### src/rtl/rv_mdu_pkg.sv
`default_nettype none
// ============================================================================
// Module      : rv_mdu_pkg
// Description : Opcodes, FSM state encoding and operand-sign helpers for rv_mdu.
// Revision    : 1.0 - initial release
// ============================================================================
package rv_mdu_pkg;

    localparam int MDU_OP_W = 3;

    localparam logic [MDU_OP_W-1:0] MDU_MUL    = 3'b000;
    localparam logic [MDU_OP_W-1:0] MDU_MULH   = 3'b001;
    localparam logic [MDU_OP_W-1:0] MDU_MULHSU = 3'b010;
    localparam logic [MDU_OP_W-1:0] MDU_MULHU  = 3'b011;
    localparam logic [MDU_OP_W-1:0] MDU_DIV    = 3'b100;
    localparam logic [MDU_OP_W-1:0] MDU_DIVU   = 3'b101;
    localparam logic [MDU_OP_W-1:0] MDU_REM    = 3'b110;
    localparam logic [MDU_OP_W-1:0] MDU_REMU   = 3'b111;

    typedef enum logic [1:0] {
        IDLE = 2'd0,
        CALC = 2'd1,
        FIX  = 2'd2,
        DONE = 2'd3
    } mdu_state_t;

    // MUL only uses the low product half, which is sign-invariant.
    function automatic logic op_a_signed(input logic [MDU_OP_W-1:0] op);
        return (op == MDU_MUL) || (op == MDU_MULH) || (op == MDU_MULHSU) ||
               (op == MDU_DIV) || (op == MDU_REM);
    endfunction

    function automatic logic op_b_signed(input logic [MDU_OP_W-1:0] op);
        return (op == MDU_MUL) || (op == MDU_MULH) ||
               (op == MDU_DIV) || (op == MDU_REM);
    endfunction

endpackage
`default_nettype wire

### src/rtl/rv_mdu_if.sv
`default_nettype none
// ============================================================================
// Module      : rv_mdu_if
// Description : Execute-stage request/result bundle between pipeline and rv_mdu.
// Revision    : 1.0 - initial release
// ============================================================================
interface rv_mdu_if #(
    parameter int XLEN = 32
);
    import rv_mdu_pkg::*;

    logic                mdu_req_i;
    logic [MDU_OP_W-1:0] mdu_op_i;
    logic [XLEN-1:0]     mdu_port_a_i;
    logic [XLEN-1:0]     mdu_port_b_i;
    logic                mdu_kill_i;
    logic                mdu_stall_req_o;
    logic                mdu_done_o;
    logic [XLEN-1:0]     mdu_result_o;

    modport master (
        output mdu_req_i, mdu_op_i, mdu_port_a_i, mdu_port_b_i, mdu_kill_i,
        input  mdu_stall_req_o, mdu_done_o, mdu_result_o
    );

    modport slave (
        input  mdu_req_i, mdu_op_i, mdu_port_a_i, mdu_port_b_i, mdu_kill_i,
        output mdu_stall_req_o, mdu_done_o, mdu_result_o
    );

endinterface
`default_nettype wire

### src/rtl/rv_mdu_div.sv
`default_nettype none
// ============================================================================
// Module      : rv_mdu_div
// Description : Radix-2 restoring divider on unsigned magnitudes, one bit/step.
// Revision    : 1.0 - initial release
// ============================================================================
module rv_mdu_div #(
    parameter int XLEN = 32
) (
    input  wire logic            clk,
    input  wire logic            rst,
    input  wire logic            i_start,
    input  wire logic            i_step,
    input  wire logic [XLEN-1:0] i_dividend,
    input  wire logic [XLEN-1:0] i_divisor,
    output logic      [XLEN-1:0] o_quotient,
    output logic      [XLEN-1:0] o_remainder
);

    logic [XLEN-1:0] r_quo;
    logic [XLEN-1:0] r_rem;
    logic [XLEN-1:0] r_div;
    logic [XLEN:0]   w_shift;
    logic [XLEN:0]   w_diff;
    logic            w_neg;

    // Remainder stays below the divisor, so one guard bit holds the shift.
    assign w_shift = {r_rem, r_quo[XLEN-1]};
    assign w_diff  = w_shift - {1'b0, r_div};
    assign w_neg   = w_diff[XLEN];

    always_ff @(posedge clk) begin
        if (rst) begin
            r_quo <= '0;
            r_rem <= '0;
            r_div <= '0;
        end else if (i_start) begin
            r_quo <= i_dividend;
            r_rem <= '0;
            r_div <= i_divisor;
        end else if (i_step) begin
            r_quo <= {r_quo[XLEN-2:0], ~w_neg};
            r_rem <= w_neg ? w_shift[XLEN-1:0] : w_diff[XLEN-1:0];
        end
    end

    assign o_quotient  = r_quo;
    assign o_remainder = r_rem;

endmodule
`default_nettype wire

### src/rtl/rv_mdu.sv
`default_nettype none
// ============================================================================
// Module      : rv_mdu
// Description : Iterative RV32M multiply/divide unit with pipeline stall request.
//               Define MDU_FAST_MUL_EN for a single-cycle multiplier path.
// Revision    : 1.0 - initial release
// ============================================================================
module rv_mdu
    import rv_mdu_pkg::*;
#(
    parameter int XLEN = 32
) (
    input  wire logic clk_i,
    input  wire logic rst_i,
    rv_mdu_if.slave   mdu
);

    localparam int         c_CNT_W   = $clog2(XLEN);
    localparam logic [1:0] c_ST_IDLE = IDLE;
    localparam logic [1:0] c_ST_CALC = CALC;
    localparam logic [1:0] c_ST_FIX  = FIX;
    localparam logic [1:0] c_ST_DONE = DONE;

    logic [1:0]          r_state;
    logic [c_CNT_W-1:0]  r_cnt;
    logic [MDU_OP_W-1:0] r_op;
    logic                r_sign_a;
    logic                r_sign_b;
    logic [XLEN-1:0]     r_mag_b;
    logic [XLEN-1:0]     r_mul_hi;
    logic [XLEN-1:0]     r_mul_lo;
    logic [XLEN-1:0]     r_result;

    logic [MDU_OP_W-1:0] w_op;
    logic [XLEN-1:0]     w_a;
    logic [XLEN-1:0]     w_b;
    logic                w_accept;
    logic                w_sa;
    logic                w_sb;
    logic [XLEN-1:0]     w_mag_a;
    logic [XLEN-1:0]     w_mag_b;
    logic                w_div_zero;
    logic                w_div_ovf;
    logic                w_fast;
    logic [XLEN-1:0]     w_fast_result;
    logic [XLEN:0]       w_mul_sum;
    logic [2*XLEN-1:0]   w_prod;
    logic [2*XLEN-1:0]   w_prod_fix;
    logic                w_mul_neg;
    logic [XLEN-1:0]     w_quo;
    logic [XLEN-1:0]     w_rem;
    logic                w_div_step;
    logic [XLEN-1:0]     w_fix_result;

    assign w_op     = mdu.mdu_op_i;
    assign w_a      = mdu.mdu_port_a_i;
    assign w_b      = mdu.mdu_port_b_i;
    assign w_accept = (r_state == c_ST_IDLE) & mdu.mdu_req_i & ~mdu.mdu_kill_i;

    assign w_sa    = op_a_signed(w_op) & w_a[XLEN-1];
    assign w_sb    = op_b_signed(w_op) & w_b[XLEN-1];
    assign w_mag_a = w_sa ? (-w_a) : w_a;
    assign w_mag_b = w_sb ? (-w_b) : w_b;

    // op[2] marks divide/remainder; op[0]=0 within those marks the signed forms.
    assign w_div_zero = w_op[2] & (w_b == '0);
    assign w_div_ovf  = w_op[2] & ~w_op[0] &
                        (w_a == {1'b1, {(XLEN-1){1'b0}}}) & (w_b == '1);

`ifdef MDU_FAST_MUL_EN
    logic signed [XLEN:0]     w_fast_a;
    logic signed [XLEN:0]     w_fast_b;
    logic signed [2*XLEN+1:0] w_fast_prod;

    assign w_fast_a    = {op_a_signed(w_op) & w_a[XLEN-1], w_a};
    assign w_fast_b    = {op_b_signed(w_op) & w_b[XLEN-1], w_b};
    assign w_fast_prod = w_fast_a * w_fast_b;
`endif

    always_comb begin
        w_fast        = 1'b0;
        w_fast_result = '0;
        if (w_div_zero) begin
            w_fast        = 1'b1;
            w_fast_result = w_op[1] ? w_a : '1;
        end else if (w_div_ovf) begin
            w_fast        = 1'b1;
            w_fast_result = w_op[1] ? '0 : w_a;
        end
`ifdef MDU_FAST_MUL_EN
        else if (!w_op[2]) begin
            w_fast        = 1'b1;
            w_fast_result = (w_op == MDU_MUL) ? w_fast_prod[XLEN-1:0]
                                              : w_fast_prod[2*XLEN-1:XLEN];
        end
`endif
    end

    // Shift-add step: the add carry becomes the new top bit after the shift.
    assign w_mul_sum = {1'b0, r_mul_hi} + (r_mul_lo[0] ? {1'b0, r_mag_b} : '0);

    assign w_prod     = {r_mul_hi, r_mul_lo};
    assign w_mul_neg  = r_sign_a ^ r_sign_b;
    assign w_prod_fix = w_mul_neg ? (-w_prod) : w_prod;

    assign w_div_step = (r_state == c_ST_CALC) & r_op[2];

    rv_mdu_div #(
        .XLEN (XLEN)
    ) u_div (
        .clk         (clk_i),
        .rst         (rst_i),
        .i_start     (w_accept),
        .i_step      (w_div_step),
        .i_dividend  (w_mag_a),
        .i_divisor   (w_mag_b),
        .o_quotient  (w_quo),
        .o_remainder (w_rem)
    );

    always_comb begin
        w_fix_result = '0;
        case (r_op)
            MDU_MUL:                          w_fix_result = w_prod_fix[XLEN-1:0];
            MDU_MULH, MDU_MULHSU, MDU_MULHU:  w_fix_result = w_prod_fix[2*XLEN-1:XLEN];
            MDU_DIV, MDU_DIVU:                w_fix_result = w_mul_neg ? (-w_quo) : w_quo;
            MDU_REM, MDU_REMU:                w_fix_result = r_sign_a ? (-w_rem) : w_rem;
            default:                          w_fix_result = '0;
        endcase
    end

    always_ff @(posedge clk_i) begin
        if (rst_i) begin
            r_state  <= c_ST_IDLE;
            r_cnt    <= '0;
            r_op     <= MDU_MUL;
            r_sign_a <= 1'b0;
            r_sign_b <= 1'b0;
            r_mag_b  <= '0;
            r_mul_hi <= '0;
            r_mul_lo <= '0;
            r_result <= '0;
        end else if (mdu.mdu_kill_i) begin
            r_state <= c_ST_IDLE;
        end else begin
            case (r_state)
                c_ST_IDLE: begin
                    if (mdu.mdu_req_i) begin
                        r_op     <= w_op;
                        r_sign_a <= w_sa;
                        r_sign_b <= w_sb;
                        r_mag_b  <= w_mag_b;
                        r_mul_hi <= '0;
                        r_mul_lo <= w_mag_a;
                        if (w_fast) begin
                            r_result <= w_fast_result;
                            r_state  <= c_ST_DONE;
                        end else begin
                            r_cnt   <= c_CNT_W'(XLEN - 1);
                            r_state <= c_ST_CALC;
                        end
                    end
                end
                c_ST_CALC: begin
                    r_cnt <= r_cnt - 1'b1;
                    if (!r_op[2]) begin
                        r_mul_hi <= w_mul_sum[XLEN:1];
                        r_mul_lo <= {w_mul_sum[0], r_mul_lo[XLEN-1:1]};
                    end
                    if (r_cnt == '0) begin
                        r_state <= c_ST_FIX;
                    end
                end
                c_ST_FIX: begin
                    r_result <= w_fix_result;
                    r_state  <= c_ST_DONE;
                end
                c_ST_DONE: begin
                    r_state <= c_ST_IDLE;
                end
                default: begin
                    r_state <= c_ST_IDLE;
                end
            endcase
        end
    end

    // Stall drops in DONE so the pipeline advances with the valid result.
    assign mdu.mdu_stall_req_o = w_accept | (r_state == c_ST_CALC) | (r_state == c_ST_FIX);
    assign mdu.mdu_done_o      = (r_state == c_ST_DONE) & ~mdu.mdu_kill_i;
    assign mdu.mdu_result_o    = r_result;

endmodule
`default_nettype wire

### src/flat_wrapper.sv
// flat-port wrapper written by rule: the top's interface ports become plain ports
module rv_mdu_flat import rv_mdu_pkg::*;
#(
    parameter int XLEN = 32
)
  (clk_i, rst_i, mdu_mdu_req_i, mdu_mdu_op_i, mdu_mdu_port_a_i, mdu_mdu_port_b_i, mdu_mdu_kill_i, mdu_mdu_stall_req_o, mdu_mdu_done_o, mdu_mdu_result_o);
  rv_mdu_if #(.XLEN(XLEN)) mdu_i ();
  input  wire logic clk_i;
  input  wire logic rst_i;
  input wire logic [$bits(mdu_i.mdu_req_i)-1:0] mdu_mdu_req_i;
  input wire logic [$bits(mdu_i.mdu_op_i)-1:0] mdu_mdu_op_i;
  input wire logic [$bits(mdu_i.mdu_port_a_i)-1:0] mdu_mdu_port_a_i;
  input wire logic [$bits(mdu_i.mdu_port_b_i)-1:0] mdu_mdu_port_b_i;
  input wire logic [$bits(mdu_i.mdu_kill_i)-1:0] mdu_mdu_kill_i;
  output wire logic [$bits(mdu_i.mdu_stall_req_o)-1:0] mdu_mdu_stall_req_o;
  output wire logic [$bits(mdu_i.mdu_done_o)-1:0] mdu_mdu_done_o;
  output wire logic [$bits(mdu_i.mdu_result_o)-1:0] mdu_mdu_result_o;
  assign mdu_i.mdu_req_i = mdu_mdu_req_i;
  assign mdu_i.mdu_op_i = mdu_mdu_op_i;
  assign mdu_i.mdu_port_a_i = mdu_mdu_port_a_i;
  assign mdu_i.mdu_port_b_i = mdu_mdu_port_b_i;
  assign mdu_i.mdu_kill_i = mdu_mdu_kill_i;
  assign mdu_mdu_stall_req_o = mdu_i.mdu_stall_req_o;
  assign mdu_mdu_done_o = mdu_i.mdu_done_o;
  assign mdu_mdu_result_o = mdu_i.mdu_result_o;
  rv_mdu #(.XLEN(XLEN)) u_core (.clk_i(clk_i), .rst_i(rst_i), .mdu(mdu_i));
endmodule
### config.mk
export PLATFORM = sky130hd
export DESIGN_NAME = rv_mdu_flat
export DESIGN_NICKNAME = d
export VERILOG_FILES = /design/src/rtl/rv_mdu_pkg.sv /design/src/rtl/rv_mdu_if.sv /design/src/rtl/rv_mdu_div.sv /design/src/rtl/rv_mdu.sv /design/src/flat_wrapper.sv
export SDC_FILE = /design/constraint.sdc
export NUM_CORES = 1
export LEC_CHECK = 0
export CORE_ASPECT_RATIO = 0.9
export CORE_MARGIN = 8
export CORE_UTILIZATION = 50
export DETAILED_ROUTE_END_ITERATION = 12
export PLACE_DENSITY_LB_ADDON = 0.2
export SLEW_MARGIN = 20
export SYNTH_ARGS = -nofsm -noshare
export SYNTH_HDL_FRONTEND = slang
export SYNTH_SLANG_ARGS = --single-unit
### constraint.sdc
create_clock -name clk_i -period 3.2 [get_ports clk_i]
set_input_delay 0.64 -clock clk_i [delete_from_list [all_inputs] [get_ports clk_i]]
set_output_delay 0.64 -clock clk_i [all_outputs]
set_load 0.1 [all_outputs]
### Yosys cells after proc, flatten, opt, wreduce, memory -nomap -nowiden

Cells that the tools add are included.

* add/subtract/negate cells: 8
* eq/ne operators: 21
* muxes and demuxes: 32
* bitwise gates (word level): 16
* reduce and logical (&&, ||, !) cells: 24

Operator list (number)
* 2-to-1 mux 32 bit: 18
* case mux 32 bit (2 select lines): 3
* negation 32 bit: 4
* case mux 32 bit (4 select lines): 1
* equality test 32 bit (second input constant): 2
* 2-to-1 mux 64 bit: 1
* negation 64 bit: 1
* adder 32 x 33 -> 33 bit: 1
* subtractor 33 x 32 -> 33 bit: 1
* logical NOT 32 bit: 1
* equality test 3 bit (second input constant): 6
* AND reduction 4 bit: 3
* AND 1 bit: 10
* 2-to-1 mux 5 bit: 2
* case mux 5 bit (2 select lines): 1
* equality test 3 x 2 -> 1 bit (second input constant): 3
* case mux 2 bit (4 select lines): 1
* OR reduction 2 bit: 4
* equality test 3 x 1 -> 1 bit (second input constant): 2
* logical NOT 3 bit: 2
* logical OR 1 bit: 6
* 2-to-1 mux 2 bit: 3
* inequality test 2 bit (second input constant): 3
* nonzero test 2 bit: 3
* other kinds (13): 19

* register bits after elaboration: 236
* input bits: 71
* output and inout port bits: 34
* logic and storage cells: 113

### Longest topological paths before layout

Gate-level depths: netlist of run 1.

* word-level depth: 9
* mapped depth: 15
* depth with buffers taken out: 13

### Hierarchy

A second synthesis of run 1 with hierarchy kept.

* cells, all modules: 2579
* area total of the unflattened synthesis: 19185.9 um2

Modules (own cells, without submodules)
* rv_mdu: instances 1, cells each 1836, area each 13157.6 um2, sequential area each 2802.7 um2
* rv_mdu_div: instances 1, cells each 743, area each 6028.3 um2, sequential area each 1921.8 um2

### Least setup slack after synthesis of run 1

No wires, ideal clock.

* kind: in2reg
* start: input port mdu_mdu_port_a_i[2]
* end: register u_core.u_div.r_quo[27], in the netlist u_core.u_div.o_quotient[27]
* setup time: 0.091 ns
* data arrival time: 2.881 ns
* data required time: 3.109 ns
* slack: 0.228 ns
* stages: 10
* path buffers: 1
* cells stage by stage: buf_2 > or4_1 > or4_1 > nor2b_1 > and2_1 > nand2_1 > o41ai_1 > xnor2_1 > nor2_1 > a311oi_1

* longest elaborated chain between the ends: 3

Ends and longest elaborated chain
* from (decl): line flat_wrapper.sv:12 `input wire logic [$bits(mdu_i.mdu_port_a_i)-1:0] mdu_mdu_port_a_i;`
* negation 32 bit: line rv_mdu.sv:62 `assign w_mag_a = w_sa ? (-w_a) : w_a;`
* 2-to-1 mux 32 bit: line rv_mdu.sv:62
* 2-to-1 mux 32 bit: line rv_mdu_div.sv:37 `end else if (i_start) begin`
* to (signal assigned): line rv_mdu_div.sv:38 `r_quo <= i_dividend;`
* to (signal assigned): line rv_mdu_div.sv:42 `r_quo <= {r_quo[XLEN-2:0], ~w_neg};`
* to (decl): line rv_mdu_div.sv:20 `logic [XLEN-1:0] r_quo;`

No other way between the ends.
A chain may end at the register's enable or synchronous reset.

### Final worst setup path of run 1

* start: register u_core.u_div.r_quo[0], in the netlist u_core.u_div.o_quotient[0]
* end: register u_core.r_result[30], in the netlist u_core.mdu.mdu_result_o[30]

* longest elaborated chain between the ends: 4

Ends and longest elaborated chain
* negation 32 bit: line rv_mdu.sv:126 `MDU_DIV, MDU_DIVU: w_fix_result = w_mul_neg ? (-w_quo) : w_quo;`
* 2-to-1 mux 32 bit: line rv_mdu.sv:126
* case mux 32 bit (4 select lines): line rv_mdu.sv:123 `case (r_op)`
* case mux 32 bit (2 select lines): line rv_mdu.sv:146 `case (r_state)`
* to (signal assigned): line rv_mdu.sv:156 `r_result <= w_fast_result;`
* to (signal assigned): line rv_mdu.sv:175 `r_result <= w_fix_result;`
* to (decl): line rv_mdu.sv:32 `logic [XLEN-1:0] r_result;`

No other way between the ends.

==> results.toml, run 1 <==
[synthesis]
synth-seq-area-share_pct = 26.5
synth_most_common_cell = "nand2_1"
synthMuxAreaShare_pct = 2.04
yosys.area.top_type = "dfxtp_1"
syn-instance-count = 2403
synth-simple-area-share_pct = 23.6
synth-edff-count = 0
synth_area_mm2 = 0.0178
synth_area_leaders = "dfxtp_1 (27%), nand2_1 (5.9%), xnor2_1 (5.6%)"
synth_top_family_by_area = "compound AO/OA/AOI/OAI gates"
synth_compound_area_share_pct = 26.7
synthTopCellsByCount = "nand2_1 (282), nor2_1 (246), dfxtp_1 (236)"
synthXorXnorAreaFrac_pct = 10.8
synthArstFlopShare_pct = 0
synth_seq_cells = 236
synth-adder-area-share_pct = 5.56
synth_top_area_share_pct = 26.5
yosysUniqueCellTypes = 85
avgSynthCellArea_um2 = 7.42
ys.flop_type = "dfxtp_1"
yosysWarnings = 0
syn-num-nets = 2552

[cells_and_area]
final_nets = 2880
diodes = 0
nFillCells = 3181
area_growth_pct = 26.9
drive_gt1_share_pct = 18.1

[sta]
period_share_pct = 99.0
setup_viol = 0
fin_setup_tns_ns = 0
holdWs_ns = 0.445
fin_crit_ns = 3.17
fmax_ghz = 0.316
hold_violations = 0
slew_violations = 0
tightestPinTransition_ns = 0.935
skew_ns = 0.0103
relSlewSlack_pct = 37.7

[die]
die_w_um = 215
start_util_pct = 50.7
die-area_mm2 = 0.0420
boundaryPins = 105
num_rows = 65
fp.dieH_um = 195
coreArea_mm2 = 0.0351

[global_route]
grt_pass1_wl_mm = 112
overflow = 0
grt_use_met2_pct = 52.2
antenna_found_initial = 0
grt_util_met3_pct = 5.21
grt_use_total_pct = 33.7
grtUsageMet1_pct = 44.3
top_usage_layer = "met2"
grt_max_degree = 93
grt_pass1_vias = 18800

[place]
portBuffers = 104
place_congestion = 1.04
dpl.hpwl_mm = 57.7

[worst_hold_path]
min-delay-start = "u_core.r_mag_b[25]"
hold_path_depth = 2
min_to = "u_core.r_mag_b[25]"
hp-class = "flop to flop"

[clock_network]
clkTransAtPathRegs_ns = 0.06
cts_tree = "yes"
insertion_delay_ns = 0.56
cts_sinks = 236
cts_buffer_depth = 3
htree_levels = 1
clockRootBuffer = "clkbuf_16"
cts_made_buffers = 27
holdBufCountCts = 0

[setup_path]
path_buf_inv = 2
critPathArrivalTime_ns = 3.62
path_cells = "inv_1, ha_1, or4b_1, or4_4, nor4_1, a21oi_1, xor2_1, o21ai_1, a211oi_2, buf_4, o221a_1"
crit_path_max_incr_delay_ns = 0.62
rr_worst_depth = 11
regToRegEndpoint = "u_core.mdu.mdu_result_o[30]"
critPathRequiredTime_ns = 3.65
crit_type = "flop to flop"
r2r_start = "u_core.u_div.o_quotient[0]"
crit_family = "simple AND/OR/NAND/NOR gates"
crit_slowest_cell = "or4_4"
startpoint_type = "flop"
path_max_fanout = 4
critPathCaptureType = "flop"
r2r_slack_ns = 0.03

[outcome]
status = "complete, no violations"

[power]
power.internal_uw = 6190
switching_power_uw = 3220
ir_drop_v = 0.000364
p_per_area_mw_per_mm2 = 416
power_frac_clock_pct = 35.5
seq_power_share_pct = 33.9
leakagePower_uw = 0.00928
swShare_pct = 34.2
share_comb_of_total_power_pct = 30.6

[drt]
wl_mm = 74.0
drc = 0
vias_per_cell = 6.21
vias = 20000
antenna_left = 0
wire_per_inst_um = 23.0
drt-pass1-iter-count = 6
drtIter0Drc = 2176

[run]
maxCapViolCount = 0
timing repair:
action | 4_1_cts | 5_1_grt
resized for setup | 7 | 27
endpoints found under the setup margin | 8 | 30
setup buffers | 0 | 3
pin swaps | 1 | 5
hold endpoints to repair | 0 | 0
kinds of logic (layout without fill, tap and decap cells):
| logic type | Yosys count | after routing |
|---|---|---|
| xor gates and xnor gates | 220 | 220 |
| muxes | 36 | 36 |
| adders and majority gates | 78 | 78 |
| DFF | 236 | 236 |
| buffers and inverters | 221 | 568 |
| AOI/OAI and AO/OA | 737 | 737 |
| and+or+nand+nor | 875 | 875 |
area by class of cell:
| class | count | area, um2 | share of cell area (%) |
|---|---|---|---|
| Inverter | 75 | 282 | 1.24 |
| Sequential cell | 236 | 4720 | 20.9 |
| Timing Repair Buffer | 445 | 3640 | 16.1 |
| Clock buffer | 36 | 779 | 3.45 |
| Multi-Input combinational cell | 1946 | 12500 | 55.0 |
| Tap cell | 469 | 587 | 2.59 |
| Clock inverter | 12 | 160 | 0.708 |
layout by cell type, fill, tap and decap left out, drive strengths merged, types with 75 or more instances in the layout:
cell and n:
inv 75, a21oi 173, o21ai 172, nor2 248
nand2 282, buf 376, dfxtp 236, ha 76
xnor2 113, xor2 107
power groups by stage:
stage          combinational [uW]  sequential (uW)  clock, uW
6_report                     2880             3190       3340
5_1_grt                      3050             3200       3460
4_1_cts                      2770             3180       3360
3_5_place_dp                 2750             3240          0
3_3_place_gp                 2730             3240          0
2_1_floorplan                1520             3260          0
how the worst max path moves through the flow:
stage,from,to,cells after the start
2_1_floorplan,mdu_mdu_port_a_i[2],u_core.u_div.o_quotient[27],10
5_1_grt,u_core.r_mul_lo[0],u_core.r_mul_hi[20],14
3_3_place_gp,u_core.r_mul_lo[0],u_core.mdu.mdu_result_o[26],13
4_1_cts,u_core.r_mul_lo[0],u_core.mdu.mdu_result_o[30],12
6_report,u_core.u_div.o_quotient[0],u_core.mdu.mdu_result_o[30],11
3_5_place_dp,u_core.r_mul_lo[0],u_core.mdu.mdu_result_o[30],12
flip-flops by register name, indices dropped and copies added (netlist names):
register                  cells
u_core.r_op                   3
u_core.r_mul_lo              32
u_core.r_cnt                  5
u_core.r_mag_b               32
u_core.r_sign_b               1
u_core.r_sign_a               1
u_core.u_div.r_div           32
u_core.r_state                2
u_core.u_div.o_quotient      32
u_core.u_div.o_remainder     32
u_core.mdu.mdu_result_o      32
u_core.r_mul_hi              32
stage by stage:
step	instance area (um2)	cells	utilization, %	setup slack, ns	power, uW
6_report	22600	3219	64.4	0.0326	9400
5_1_grt	22600	3219	64.4	-0.0102	9710
4_1_cts	22500	3216	64.0	0.00975	9310
3_5_place_dp	21500	3168	61.2	-0.396	5990
3_3_place_gp	21500	3168	61.2	-0.429	5970
2_1_floorplan	17800	2403	-	0.228	4780
layer usage:
layer  share of wire, %  wire, um  vias to the layer above
li1                   -         -                     9383
met1                 42     31500                     9448
met2                 43     31800                      941
met3                8.2      6080                      206
met4                6.3      4680                        0
met5                  0         0                        -
worst min-delay path, stage by stage (launching register included):
cell     delay (ns)
dfxtp_1        0.32
nand2_1        0.04
o21ai_0        0.05
(Power assumes the default switching activity.)
==> inputs of run 2 (changes only) <==
ABC_AREA = 0   (was unset)
PLACE_DENSITY = 0.65   (was unset)
PLACE_DENSITY_LB_ADDON = unset   (was 0.2)
==> run 2 against run 1 <==
Fmax up 1.4%. Sequential share of layout area grew 0.052 points. Register-to-register slack improved by 0.05 ns. Clock skew up 0.0098 ns. Combinational power is 1% lower. Critical path type unchanged.
==> results.toml, run 2 (synthesized netlist as in run 1, its figures left out) <==
[power]
total_power_uw = 9460
switching_power_uw = 3220
leakagePower_uw = 0.00923
ir_drop_v = 0.000424
p_per_area_mw_per_mm2 = 419
share_comb_of_total_power_pct = 30.1
seq_power_share_pct = 33.8
power.internal_uw = 6240
swShare_pct = 34.1
power_frac_clock_pct = 36.2

[setup_path]
critPathArrivalTime_ns = 3.57
crit_slowest_cell = "or4_4"
r2r_start = "u_core.u_div.o_remainder[9]"
rr_worst_depth = 10
crit_path_max_incr_delay_ns = 0.55
path_cells = "or4_4, or2_4, or3_1, buf_4, nand2_1, xor2_2, mux2i_2, a222oi_1, nor2b_1, o221a_2"
startpoint_type = "flop"
path_buf_inv = 1
r2r_slack_ns = 0.08
path_max_fanout = 4
critPathCaptureType = "flop"
critPathRequiredTime_ns = 3.65
crit_type = "flop to flop"
crit_family = "simple AND/OR/NAND/NOR gates"
regToRegEndpoint = "u_core.mdu.mdu_result_o[15]"

[clock_network]
clkTransAtPathRegs_ns = 0.07
clockRootBuffer = "clkbuf_16"
cts_tree = "yes"
htree_levels = 1
insertion_delay_ns = 0.57
cts_sinks = 236
cts_buffer_depth = 3
cts_made_buffers = 28
holdBufCountCts = 0

[cells_and_area]
final_cell_mix = "buf_4 (349), nand2_1 (282), nor2_1 (242), dfxtp_1 (235), a21oi_1 (171)"
diodes = 0
final_common_cell = "buf_4"
final_nets = 2866
fin_util_pct = 64.2
final_area_mm2 = 0.0226
drive_gt1_share_pct = 17.7
area_growth_pct = 26.6

[sta]
tightestPinTransition_ns = 0.922
fmax_ghz = 0.320
relSlewSlack_pct = 38.5
slew_violations = 0
setup_viol = 0
period_share_pct = 97.6
skew_ns = 0.0201
hold_violations = 0
fin_setup_tns_ns = 0
fin_crit_ns = 3.12
rsz0062_at_grt = "false"

[place]
portBuffers = 104
place_congestion = 1.02
dpl.hpwl_mm = 57.1
place_area_mm2 = 0.0214

[outcome]
status = "complete, no violations"

[drt]
vias = 20000
antenna_left = 0
highest-signal-layer = "met4"
wl_met3_mm = 6.38
wl_met2_mm = 32.4
vias_per_cell = 6.22
drtIter0Drc = 2228
wl_met1_mm = 30.6
drt-pass1-iter-count = 6
wire_per_inst_um = 22.9
wl_mm = 73.4
drc = 0

[global_route]
grt_max_degree = 93
overflow = 0
grt_use_total_pct = 33.4
grt_pass1_vias = 18600
antenna_found_initial = 0
grt_pass1_wl_mm = 112

[die]
fp.dieH_um = 195
num_rows = 65
start_util_pct = 50.7
boundaryPins = 105
coreArea_mm2 = 0.0351
die_w_um = 215
die-area_mm2 = 0.0420

[worst_hold_path]
hold_path_depth = 2
hp-class = "flop to flop"
min_to = "u_core.r_mag_b[5]"
min-delay-start = "u_core.r_mag_b[5]"

[run]
maxCapViolCount = 0
[run 2: cell count changes in the layout (fill, tap and decap cells not counted), moves of 3 or more]
cell / before / now
buf_4: 366 / 349
clkbuf_8: 7 / 3
clkinv_2: 1 / 5
nand2_1: 279 / 282
nand2_2: 3 / 0
[run 2: worst max-delay path by stage]
stage | from | end | depth (start not counted)
floorplan | mdu_mdu_port_a_i[2] | u_core.u_div.o_quotient[27] | 10
global placement | mdu_mdu_port_b_i[0] | u_core.mdu.mdu_result_o[26] | 14
detailed placement | mdu_mdu_port_b_i[0] | u_core.mdu.mdu_result_o[26] | 14
CTS | u_core.u_div.o_remainder[9] | u_core.mdu.mdu_result_o[17] | 11
global route | u_core.u_div.o_remainder[9] | u_core.u_div.o_remainder[29] | 12
finish | u_core.u_div.o_remainder[9] | u_core.mdu.mdu_result_o[15] | 10
[run 2: worst min-delay path, delay by kind of cell (launching register included)]
| family | cells | cell delay (ns) |
|---|---|---|
| and+or+nand+nor | 1 | 0.04 |
| AOI/OAI and AO/OA | 1 | 0.05 |
| DFF | 1 | 0.32 |
[run 2: per-layer routing]
layer	global-route usage, %	vias to the layer above
met5	0	-
met4	15.6	0
met3	4.73	185
met2	52.9	1017
met1	44.5	9399
li1	-	9357
[run 2: metrics by stage]
| step | instances | worst slack (ns) | hold WS, ns |
|---|---|---|---|
| after CTS | 3207 | 0.00153 | 0.449 |
| after detailed placement | 3155 | -0.388 | 0.435 |
| after floorplan | 2403 | 0.228 | 0.417 |
| after global placement | 3155 | -0.338 | 0.433 |
| final | 3208 | 0.0777 | 0.444 |
| after global routing | 3208 | 0.00244 | 0.468 |
[run 2: timing repair]
| item | in CTS | in global routing |
|---|---|---|
| endpoints found under the setup margin | 8 | 34 |
| endpoints found under the hold margin | 0 | 0 |
| pin swaps | 0 | 5 |
| gates resized for setup | 6 | 28 |
| buffers inserted | 0 | 1 |
[run 2: final cells by class]
cell class	count	area [um2]
Clock inverter	19	234
Timing Repair Buffer	430	3550
Sequential cell	236	4730
Fill cell	3282	12600
Tap cell	469	587
Inverter	75	282
Multi-Input combinational cell	1946	12400
Clock buffer	33	749
[run 2: power by group through the flow]
stage	clock, uW	combinational (uW)	sequential (uW)
floorplan	0	1520	3260
global placement	0	2710	3250
detailed placement	0	2730	3250
CTS	3450	2760	3190
global route	3560	3020	3210
finish	3420	2840	3190
